File: src/rtl/mvm_pkg.sv
// Shared types and constants for the mat-vec loader: FSM state encoding,
// default geometry and the byte-lane offset helper.
package mvm_pkg;

   localparam int MVM_DATA_WIDTH = 8;
   localparam int MVM_NUM_MACS   = 8;

   // Row index that addresses the vector (B) word, for the default geometry
   localparam int ROW_B = MVM_NUM_MACS;

   typedef enum logic [2:0] {
      IDLE,
      CLEAR,
      REQ,
      RESP,
      PUSH,
      ARM,
      WAIT_DONE,
      CAPTURE
   } mvm_ld_state_t;

   // Bit offset of byte lane k inside a packed word of width-bit lanes
   function automatic int lane_lsb(input int k, input int width);
      return k * width;
   endfunction

endpackage

File: src/rtl/mvm_word_serializer.sv
// Holds one memory word and presents it one byte lane at a time.
// The lane index advances only when the consumer is not stalled, so a
// stalled lane is neither dropped nor repeated.
module mvm_word_serializer
   import mvm_pkg::*;
#(
   parameter int DATA_WIDTH = MVM_DATA_WIDTH,
   parameter int NUM_MACS   = MVM_NUM_MACS
) (
   input  logic                           clk,
   input  logic                           rst_n,
   input  logic                           load,
   input  logic [NUM_MACS*DATA_WIDTH-1:0] word,
   input  logic                           step,
   input  logic                           stall,
   output logic [DATA_WIDTH-1:0]          lane,
   output logic                           last
);

   localparam int IDX_W = (NUM_MACS > 1) ? $clog2(NUM_MACS) : 1;
   localparam logic [IDX_W-1:0] IDX_LAST = IDX_W'(NUM_MACS - 1);

   logic [NUM_MACS*DATA_WIDTH-1:0] word_q;
   logic [IDX_W-1:0]               idx;
   logic                           advance;

   assign advance = step & ~stall;
   assign last    = (idx == IDX_LAST);
   assign lane    = word_q[lane_lsb(int'(idx), DATA_WIDTH) +: DATA_WIDTH];

   // Word holding register: data only, refreshed on each load
   always_ff @(posedge clk) begin
      if (load) begin
         word_q <= word;
      end
   end

   // Lane index: restarts on load, wraps after the last lane is accepted
   always_ff @(posedge clk or negedge rst_n) begin
      if (!rst_n) begin
         idx <= '0;
      end else if (load) begin
         idx <= '0;
      end else if (advance) begin
         idx <= last ? '0 : idx + IDX_W'(1);
      end
   end

endmodule

File: src/rtl/mvm_loader.sv
// Producer side of the mat-vec engine: fetches NUM_MACS matrix rows plus
// one vector word, streams them byte-wise into FIFOs A[r] and B, starts the
// engine, then captures its results or flags a timeout.
module mvm_loader
   import mvm_pkg::*;
#(
   parameter int DATA_WIDTH     = MVM_DATA_WIDTH,
   parameter int NUM_MACS       = MVM_NUM_MACS,
   parameter int ADDR_WIDTH     = 32,
   parameter int TIMEOUT_CYCLES = 1024
) (
   input  logic                             clk,
   input  logic                             rst_n,
   input  logic                             go,
   input  logic [ADDR_WIDTH-1:0]            base_addr,
   output logic                             busy,
   output logic                             done,
   output logic                             err,
   output logic [ADDR_WIDTH-1:0]            mem_addr,
   output logic                             mem_read,
   input  logic                             mem_waitrequest,
   input  logic [NUM_MACS*DATA_WIDTH-1:0]   mem_readdata,
   input  logic                             mem_readdatavalid,
   output logic [NUM_MACS*DATA_WIDTH-1:0]   fifo_a_data,
   output logic [NUM_MACS-1:0]              fifo_a_wren,
   input  logic [NUM_MACS-1:0]              fifo_a_full,
   output logic [DATA_WIDTH-1:0]            fifo_b_data,
   output logic                             fifo_b_wren,
   input  logic                             fifo_b_full,
   input  logic                             all_fifos_full,
   output logic                             clr_accum,
   output logic                             start_compute,
   input  logic                             compute_done,
   input  logic [NUM_MACS*3*DATA_WIDTH-1:0] mac_out,
   output logic [NUM_MACS*3*DATA_WIDTH-1:0] result,
   output logic                             result_valid
);

   localparam int ROW_W = $clog2(NUM_MACS + 2);
   localparam int TMO_W = $clog2(TIMEOUT_CYCLES + 1);
   localparam logic [ROW_W-1:0] ROW_VEC  = ROW_W'(NUM_MACS);
   localparam logic [TMO_W-1:0] TMO_LAST = TMO_W'(TIMEOUT_CYCLES - 1);

   mvm_ld_state_t           state, state_nx;
   logic [ADDR_WIDTH-1:0]   base_q;
   logic [ROW_W-1:0]        row;
   logic [TMO_W-1:0]        tmo;
   logic                    err_q;
   logic [NUM_MACS-1:0]     row_sel;
   logic                    row_is_b;
   logic                    target_full;
   logic                    in_push;
   logic                    push_fire;
   logic                    ser_load;
   logic                    ser_last;
   logic [DATA_WIDTH-1:0]   ser_lane;
   logic                    accept_go;
   logic                    capture_en;
   logic                    timeout_hit;

   // Row r < NUM_MACS targets FIFO A[r]; row NUM_MACS is the vector word
   assign row_is_b    = (row == ROW_VEC);
   assign target_full = row_is_b ? fifo_b_full : |(fifo_a_full & row_sel);
   assign in_push     = (state == PUSH);
   assign push_fire   = in_push & ~target_full;

   assign busy = (state != IDLE);
   assign err  = err_q | timeout_hit;

   mvm_word_serializer #(
      .DATA_WIDTH (DATA_WIDTH),
      .NUM_MACS   (NUM_MACS)
   ) u_ser (
      .clk   (clk),
      .rst_n (rst_n),
      .load  (ser_load),
      .word  (mem_readdata),
      .step  (in_push),
      .stall (target_full),
      .lane  (ser_lane),
      .last  (ser_last)
   );

   // One-hot decode of the current row onto the A FIFOs
   always_comb begin
      row_sel = '0;
      for (int i = 0; i < NUM_MACS; i++) begin
         row_sel[i] = (row == ROW_W'(i));
      end
   end

   // FIFO write ports: only the targeted FIFO sees data, and only while pushing
   always_comb begin
      fifo_a_data = '0;
      fifo_a_wren = '0;
      for (int i = 0; i < NUM_MACS; i++) begin
         if (in_push && row_sel[i]) begin
            fifo_a_data[lane_lsb(i, DATA_WIDTH) +: DATA_WIDTH] = ser_lane;
         end
         fifo_a_wren[i] = push_fire & row_sel[i];
      end
   end

   assign fifo_b_data = (in_push && row_is_b) ? ser_lane : '0;
   assign fifo_b_wren = push_fire & row_is_b;

   // State register
   always_ff @(posedge clk or negedge rst_n) begin
      if (!rst_n) begin
         state <= IDLE;
      end else begin
         state <= state_nx;
      end
   end

   // Next-state and per-state strobes
   always_comb begin
      state_nx      = state;
      mem_read      = 1'b0;
      mem_addr      = '0;
      clr_accum     = 1'b0;
      start_compute = 1'b0;
      done          = 1'b0;
      result_valid  = 1'b0;
      ser_load      = 1'b0;
      accept_go     = 1'b0;
      capture_en    = 1'b0;
      timeout_hit   = 1'b0;
      case (state)
         IDLE: begin
            if (go) begin
               accept_go = 1'b1;
               state_nx  = CLEAR;
            end
         end
         CLEAR: begin
            clr_accum = 1'b1;
            state_nx  = REQ;
         end
         REQ: begin
            // Request and address stay put until the memory accepts them
            mem_read = 1'b1;
            mem_addr = base_q + ADDR_WIDTH'(row);
            if (!mem_waitrequest) begin
               state_nx = RESP;
            end
         end
         RESP: begin
            if (mem_readdatavalid) begin
               ser_load = 1'b1;
               state_nx = PUSH;
            end
         end
         PUSH: begin
            if (push_fire && ser_last) begin
               state_nx = row_is_b ? ARM : REQ;
            end
         end
         ARM: begin
            if (all_fifos_full) begin
               start_compute = 1'b1;
               state_nx      = WAIT_DONE;
            end
         end
         WAIT_DONE: begin
            if (compute_done) begin
               capture_en = 1'b1;
               state_nx   = CAPTURE;
            end else if (tmo == TMO_LAST) begin
               timeout_hit = 1'b1;
               done        = 1'b1;
               state_nx    = IDLE;
            end
         end
         CAPTURE: begin
            result_valid = 1'b1;
            done         = 1'b1;
            state_nx     = IDLE;
         end
         default: state_nx = IDLE;
      endcase
   end

   // Job control: base latch, row counter, timeout counter, sticky error
   always_ff @(posedge clk or negedge rst_n) begin
      if (!rst_n) begin
         base_q <= '0;
         row    <= '0;
         tmo    <= '0;
         err_q  <= 1'b0;
      end else begin
         if (accept_go) begin
            base_q <= base_addr;
            row    <= '0;
            err_q  <= 1'b0;
         end else if (push_fire && ser_last) begin
            row <= row + ROW_W'(1);
         end
         if (start_compute) begin
            tmo <= '0;
         end else if (state == WAIT_DONE && !compute_done && !timeout_hit) begin
            tmo <= tmo + TMO_W'(1);
         end
         if (timeout_hit) begin
            err_q <= 1'b1;
         end
      end
   end

   // Result capture: loaded on the edge into CAPTURE so it is valid with result_valid
   always_ff @(posedge clk or negedge rst_n) begin
      if (!rst_n) begin
         result <= '0;
      end else if (capture_en) begin
         result <= mac_out;
      end
   end

endmodule

File: config.mk
export PLATFORM = sky130hd
export DESIGN_NAME = mvm_loader
export DESIGN_NICKNAME = d
export VERILOG_FILES = /design/src/rtl/mvm_pkg.sv /design/src/rtl/mvm_word_serializer.sv /design/src/rtl/mvm_loader.sv
export SDC_FILE = /design/constraint.sdc
export NUM_CORES = 1
export LEC_CHECK = 0
export BUFFER_PORTS_ARGS = -buffer_cell sky130_fd_sc_hd__buf_4
export CORE_AREA = 2 2 241 243
export DETAILED_ROUTE_END_ITERATION = 8
export DIE_AREA = 0 0 243 245
export PLACE_DENSITY = 0.45
export SLEW_MARGIN = 10
export SYNTH_ARGS = -nofsm -noshare
export SYNTH_HDL_FRONTEND = slang
export SYNTH_SLANG_ARGS = --single-unit
File: constraint.sdc
create_clock -name clk -period 5.2 [get_ports clk]
set_input_delay 0.52 -clock clk [delete_from_list [all_inputs] [get_ports clk]]
set_output_delay 0.52 -clock clk [all_outputs]
set_load 0.01 [all_outputs]
==> flow_summary.toml, run 1 <==
[route]
routedWlPerCell_um = 18.5
via_per_inst = 4.30
wl_um = 44900
vias = 10400
drtIter0Drc = 366
first_pass_iters = 5
drc = 0
ant_nets = 0

[critical_path]
r2r_end = "u_ser.idx[0]"
worst_r2r_path_depth = 7
r2r_slack_ns = 2.73
cp.arrival_ns = 3.02
end_kind = "output port"
startpoint_type = "flip-flop"
rr_startpoint = "row[1]"
crit_type = "flip-flop to output port"
required_ns = 4.68
cp_max_fo = 18

[global_routing]
grt_overflow = 0
grt_max_degree = 129
grt_pass1_wl_um = 67200
antenna_found_initial = 3
grt_usage = 0.146
grt_pass1_vias = 10800

[yosys]
synth_top_cell_by_area = "dfrtp_1"
yosysUniqueCellTypes = 51
ys.flop_type = "dfrtp_1"
synth_top_family_by_area = "multiplexers"
synth_top_area_frac = 0.463
syn-cell-area_sq_um = 13300
ys_async_sr_fraction = 0.794
yosys.cell_count.top_type = "dfrtp_1"
synthAdderAreaFrac = 0.0119
synth_mux_area_frac = 0.197
ys_seq_area_frac = 0.608
synth_warnings = 0
synth-edff-count = 64
synth_cells = 1026
yosys-top-cells-count = "dfrtp_1, mux2_1, nor2_1, nand2_1, edfxtp_1"
yosys.area_share.simple = 0.117
syn-num-nets = 1342
avgSynthCellArea_sq_um = 13.0
synth-xor-area-share = 0.0231
synth_compound_area_frac = 0.0240
ys_seq_elements = 310
synth_area_leaders = "dfrtp_1, mux2_1, edfxtp_1, nor2_1, nand2_1"

[die]
ios = 616
fp.dieArea_sq_um = 59500
core_sq_um = 57000
chipHeight_um = 245
die_x_um = 243
start_util = 0.233
rows = 88

[place]
port-buffer-count = 615
dpl.hpwl_um = 34000
placed_cell_area_sq_um = 18800
gp_congestion = 0.819

[timing]
rsz0062_at_grt = "no"
worst_hold_slack_ns = 0.0474
period_share = 0.681
worstMarginPinSlew_ns = 1.07
fin_skew_ns = 0.0262
layout_min_cycle_time_ns = 3.54
hold_viol_final = 0
setup_viol = 0
relSlewSlack = 0.288
fin_setup_tns_ns = 0
max_freq_ghz = 0.282
drv_slew = 0

[power]
power.switching_uw = 3430
powerDensity_nw_per_um2 = 515
swShare = 0.334
power_frac_comb = 0.357
intPower_uw = 6850
clockPowerShare = 0.249
vdd_ir_drop_max_uv = 263
p_leak_uw = 0.00942
power.share.sequential = 0.394

[clocking]
post_cts_buffers = 0
clock-sinks = 310
path_clk_slew_ns = 0.05
cts_resized = 0
numCtsBuffers = 38
holdBufCountCts = 0
cts.path.max_buffers = 3
h-tree-depth = 2
cts_tree = "done"
root_buffer = "clkbuf_16"
worstSkewPairLatency_ns = 0.54

[layout]
n_fill_cell = 5856
area_delta_synth_final_pct = 50.1
fin_nets = 1955
stdcell_area_sq_um = 19900
drive_above_1_share = 0.422

[outcome]
status = "complete, no violations"

[worst_hold_path]
hold_path_class = "input port to async pin"

[job]
drv_cap = 0
## per-stage QoR
step                      total power, uW  utilization  worst slack (ns)  instances
after floorplan                      5710            -              2.61       1026
after global placement               7790        0.329              2.32       2364
after detailed placement             7840        0.329              2.24       2364
after CTS                           10500        0.350              1.66       2431
after global routing                10900        0.350              1.47       2432
final                               10300        0.350              1.66       2432
## per-layer routing
layer  up-vias  global-route usage  part of all wire
met5         -                   0           0.00036
met4         2              0.0489             0.026
met3        69              0.0443             0.074
met2       387               0.246              0.49
met1      5159               0.179              0.40
li1       4832                   -                 -
## state kept, by name (all words and copies together) (netlist names)
name / cells
state: 3
tmo: 11
base_q: 32
result: 192
u_ser.idx: 3
u_ser.word_q: 64
err_q: 1
row: 4
## kinds of logic (layout without fill, tap and decap cells)
| kind of cell | Yosys count | in the layout |
|---|---|---|
| fa+ha+maj | 12 | 12 |
| other cells | 0 | 1 |
| flops | 310 | 310 |
| buf+inv | 64 | 704 |
| compound gates | 49 | 49 |
| mux | 217 | 217 |
| simple gates | 339 | 339 |
| xor+xnor | 35 | 35 |
## critical path, cell delays in order (launching register included)
cell,delay [ns]
dfrtp_1,0.98
mux4_2,0.41
mux2i_1,0.80
nor2_1,0.13
buf_4,0.19
## cells in the final DEF (no fill, tap or decap), types with 3 or more instances in the layout
master	synthesis	final
clkbuf_16	0	39
dfrtp_1	246	246
mux2i_1	9	9
nor3_1	10	10
o21ai_1	7	7
nand4_1	20	20
nor2b_1	8	8
xnor2_1	10	10
clkbuf_8	0	6
nor4b_1	4	4
and4_1	5	5
nand2b_1	3	3
ha_1	11	11
a21oi_1	11	11
o21ai_0	9	9
and2_1	12	12
xor2_1	25	25
nand2_1	113	113
nand3_1	22	22
inv_1	12	11
nor2_1	116	116
and3_1	13	13
edfxtp_1	64	64
mux2_1	192	192
mux4_2	16	16
clkbuf_1	27	8
a22oi_1	5	5
buf_4	0	621
clkinv_2	0	9
## how the worst max path moves through the flow
stage,from,endpoint,slack [ns],cells after the start
2_1_floorplan,state[1],u_ser.word_q[0],2.61,4
3_3_place_gp,u_ser.idx[1],fifo_b_data[1],2.32,4
3_5_place_dp,u_ser.idx[1],fifo_a_data[33],2.24,4
4_1_cts,u_ser.idx[1],fifo_a_data[33],1.66,4
5_1_grt,row[2],mem_addr[12],1.47,7
6_report,u_ser.idx[1],fifo_a_data[33],1.66,4
## power by group through the flow
stage               combinational, uW  clock (uW)  sequential, uW
floorplan                        1430           0            4290
global placement                 3730           0            4070
detailed placement               3740           0            4100
CTS                              3750        2670            4070
global route                     3990        2760            4190
finish                           3670        2560            4050
## final cells by class
type	count	area [sq um]	share of cell area
clock buffer	53	1090	0.0546
clock inverter	14	104	0.00521
sequential	310	8080	0.405
antenna	1	2.50	0.000125
tap	765	957	0.0480
inverter	13	48.8	0.00245
multi-input combinational	652	4950	0.248
timing repair buffer	624	4720	0.236
Note: power is estimated with default switching activity, not from simulation.
==> run 2, diff against run 1 <==
Settings changed: ABC_AREA set to 1, CORE_AREA 2 2 241 243 to 2 2 237 239, DIE_AREA 0 0 243 245 to 0 0 239 241, PLACE_DENSITY 0.45 to 0.48.
Clock period 5.2 ns to 2.97 ns, I/O delays scaled along.
==> flow_summary.toml, run 2 <==
[route]
drtIter0Drc = 773
drc = 0
via_per_inst = 4.38
first_pass_iters = 5
routedWlPerCell_um = 16.7
wl_um = 53900
ant_nets = 0
vias = 14100

[global_routing]
antenna_found_initial = 3
grt_overflow = 0
grt_pass1_wl_um = 81300
grt_usage = 0.180
grt_max_degree = 194
grt_pass1_vias = 14400

[clocking]
cts_tree = "done"
root_buffer = "clkbuf_16"
path_clk_slew_ns = 0.06
cts.path.max_buffers = 3
h-tree-depth = 2
clock-sinks = 310
worstSkewPairLatency_ns = 0.54
numCtsBuffers = 39

[yosys]
synth_mux_area_frac = 0.00587
synth_top_family_by_area = "simple AND/OR/NAND/NOR gates"
syn-cell-area_sq_um = 13600
yosys.area_share.simple = 0.294
ys.flop_type = "dfrtp_1"
synth-xor-area-share = 0.00835
ys_seq_area_frac = 0.592
ys_async_sr_fraction = 0.794
synth_warnings = 0
yosys-top-cells-count = "nand2_1, dfrtp_1, nor2_1, edfxtp_1, inv_1"
syn-num-nets = 1907
avgSynthCellArea_sq_um = 8.58
synth_area_leaders = "dfrtp_1, nand2_1, edfxtp_1, nor2_1, o21ai_0"
synthAdderAreaFrac = 0.0116
yosys.cell_count.top_type = "nand2_1"
synth_top_cell_by_area = "dfrtp_1"
synth-edff-count = 64
synth_cells = 1591
synth_compound_area_frac = 0.0473
yosysUniqueCellTypes = 42
synth_top_area_frac = 0.451
ys_seq_elements = 310

[timing]
layout_min_cycle_time_ns = 2.82
max_freq_ghz = 0.355
period_share = 0.949
drv_slew = 0
fin_setup_tns_ns = 0
hold_viol_final = 0
fin_skew_ns = 0.0112
setup_viol = 0
rsz0062_at_grt = "no"
fin_ws_ns = 0.151
worstMarginPinSlew_ns = 1.43
relSlewSlack = 0.0450

[critical_path]
crit_buf_inv = 3
required_ns = 2.67
cpMaxStageDelayCell = "dfrtp_2"
crit_path_max_incr_delay_ns = 0.43
cp.arrival_ns = 2.52
cpMostUsedCell = "inv_1"
startpoint_type = "flip-flop"
end_kind = "output port"
cp_top_family = "adder cells"
cp_max_fo = 7
path_cells = "ha_1 -> fa_2 -> nand3_2 -> nand3_4 -> inv_1 -> nor2_2 -> nand2_2 -> inv_1 -> a21o_1 -> nand2_1 -> nor2_1 -> buf_4"
crit_type = "flip-flop to output port"

[die]
fp.dieArea_sq_um = 57600
chipHeight_um = 241
core_sq_um = 54900
rows = 86
die_x_um = 239
ios = 616
start_util = 0.249

[job]
drv_cap = 0

[place]
dp.cells = 2864
dpl.hpwl_um = 38500
gp_congestion = 0.844
placed_cell_area_sq_um = 19100
pre_cts_ws_ns = 0.466
port-buffer-count = 615

[layout]
final_cell_mix = "nand2_1, buf_4, dlygate4sd3_1, dfrtp_1, nor2_1"
layout.cells.non_filler = 3230
drive_above_1_share = 0.296
largestRegisters = "result: 192 flops, u_ser.word_q: 64 flops, base_q: 32 flops"
largest_register = "result"
largest_register_ff_count = 192
mostFrequentLayoutCell = "nand2_1"
n_fill_cell = 5434
stdcell_area_sq_um = 23400
fin_nets = 2812
fin_util = 0.427
area_delta_synth_final_pct = 71.8

[outcome]
status = "complete, no violations"

[power]
vdd_ir_drop_max_uv = 445
p_leak_uw = 0.0118
powerDensity_nw_per_um2 = 827

[worst_hold_path]
hold_path_class = "input port to flip-flop"
[run 2: cell types whose count changed in the layout (fill, tap and decap cells not counted), moves of 14 or more]
cell | before | now
nand2_1 | 113 | 742
mux2_1 | 192 | 0
mux4_2 | 16 | 0
nor2_1 | 116 | 155
dlygate4sd3_1 | 0 | 289
inv_1 | 11 | 56
nand3_1 | 22 | 39
o21ai_0 | 9 | 43
nor3_1 | 10 | 24
[run 2: cell families after synthesis]
group / Yosys count
AND/OR/NAND/NOR: 1009
multiplexers: 8
XOR/XNOR: 13
flip-flops: 310
adder cells (fa/ha/maj): 12
AO/OA/AOI/OAI: 106
buffers and inverters: 133
[run 2: area by class of cell]
cell class	instances	area [sq um]	area share
antenna	2	5.00	0.000214
clock buffer	55	1120	0.0477
clock inverter	14	198	0.00844
inverter	68	260	0.0111
multi-input combinational	1148	5100	0.218
sequential	310	8080	0.345
tap	704	881	0.0376
timing repair buffer	929	7790	0.333
[run 2: repair_timing]
action	4_1_cts	5_1_grt
gates resized for setup	7	9
endpoints found under the setup margin	8	50
hold buffers	289	0
endpoints found under the hold margin	353	0
pin swaps	0	1
buffers inserted	0	6
[run 2: worst paths after layout]
path,from,end,slack [ns],cells past startpoint
min,all_fifos_full,state[0],0.14,4
max,row[0],mem_addr[26],0.15,12
max reg2reg,state[2],result[68],0.84,6
max in group asynchronous,rst_n,u_ser.idx[1],1.74,3
min in group asynchronous,rst_n,base_q[23],0.28,2
min reg2reg,result[14],result[14],0.48,2
[run 2: worst register-to-register path, delay by kind of cell, from the launching register on]
kind / cells / cell delay (ns)
buf+inv: 2 / 0.31
simple gates: 4 / 1.20
flops: 1 / 0.50
[run 2: through the flow]
stage	hold WS, ns	power, uW
3_3_place_gp	0.302	14200
4_1_cts	0.0961	19600
6_report	0.141	19400
2_1_floorplan	0.00141	10300
3_5_place_dp	0.300	14200
5_1_grt	0.124	20700
[run 2: power breakdown]
part / internal, uW / switching, uW
registers: 5980 / 1170
logic: 3330 / 4040
clock network: 2980 / 1890
[run 2: per-layer routing]
metal / vias to the layer above / GRT usage / wire (um)
li1: 6860 / - / -
met4: 2 / 0.0528 / 1280
met3: 74 / 0.0526 / 3930
met1: 6730 / 0.213 / 21500
met5: - / 0 / 13
met2: 478 / 0.316 / 27100
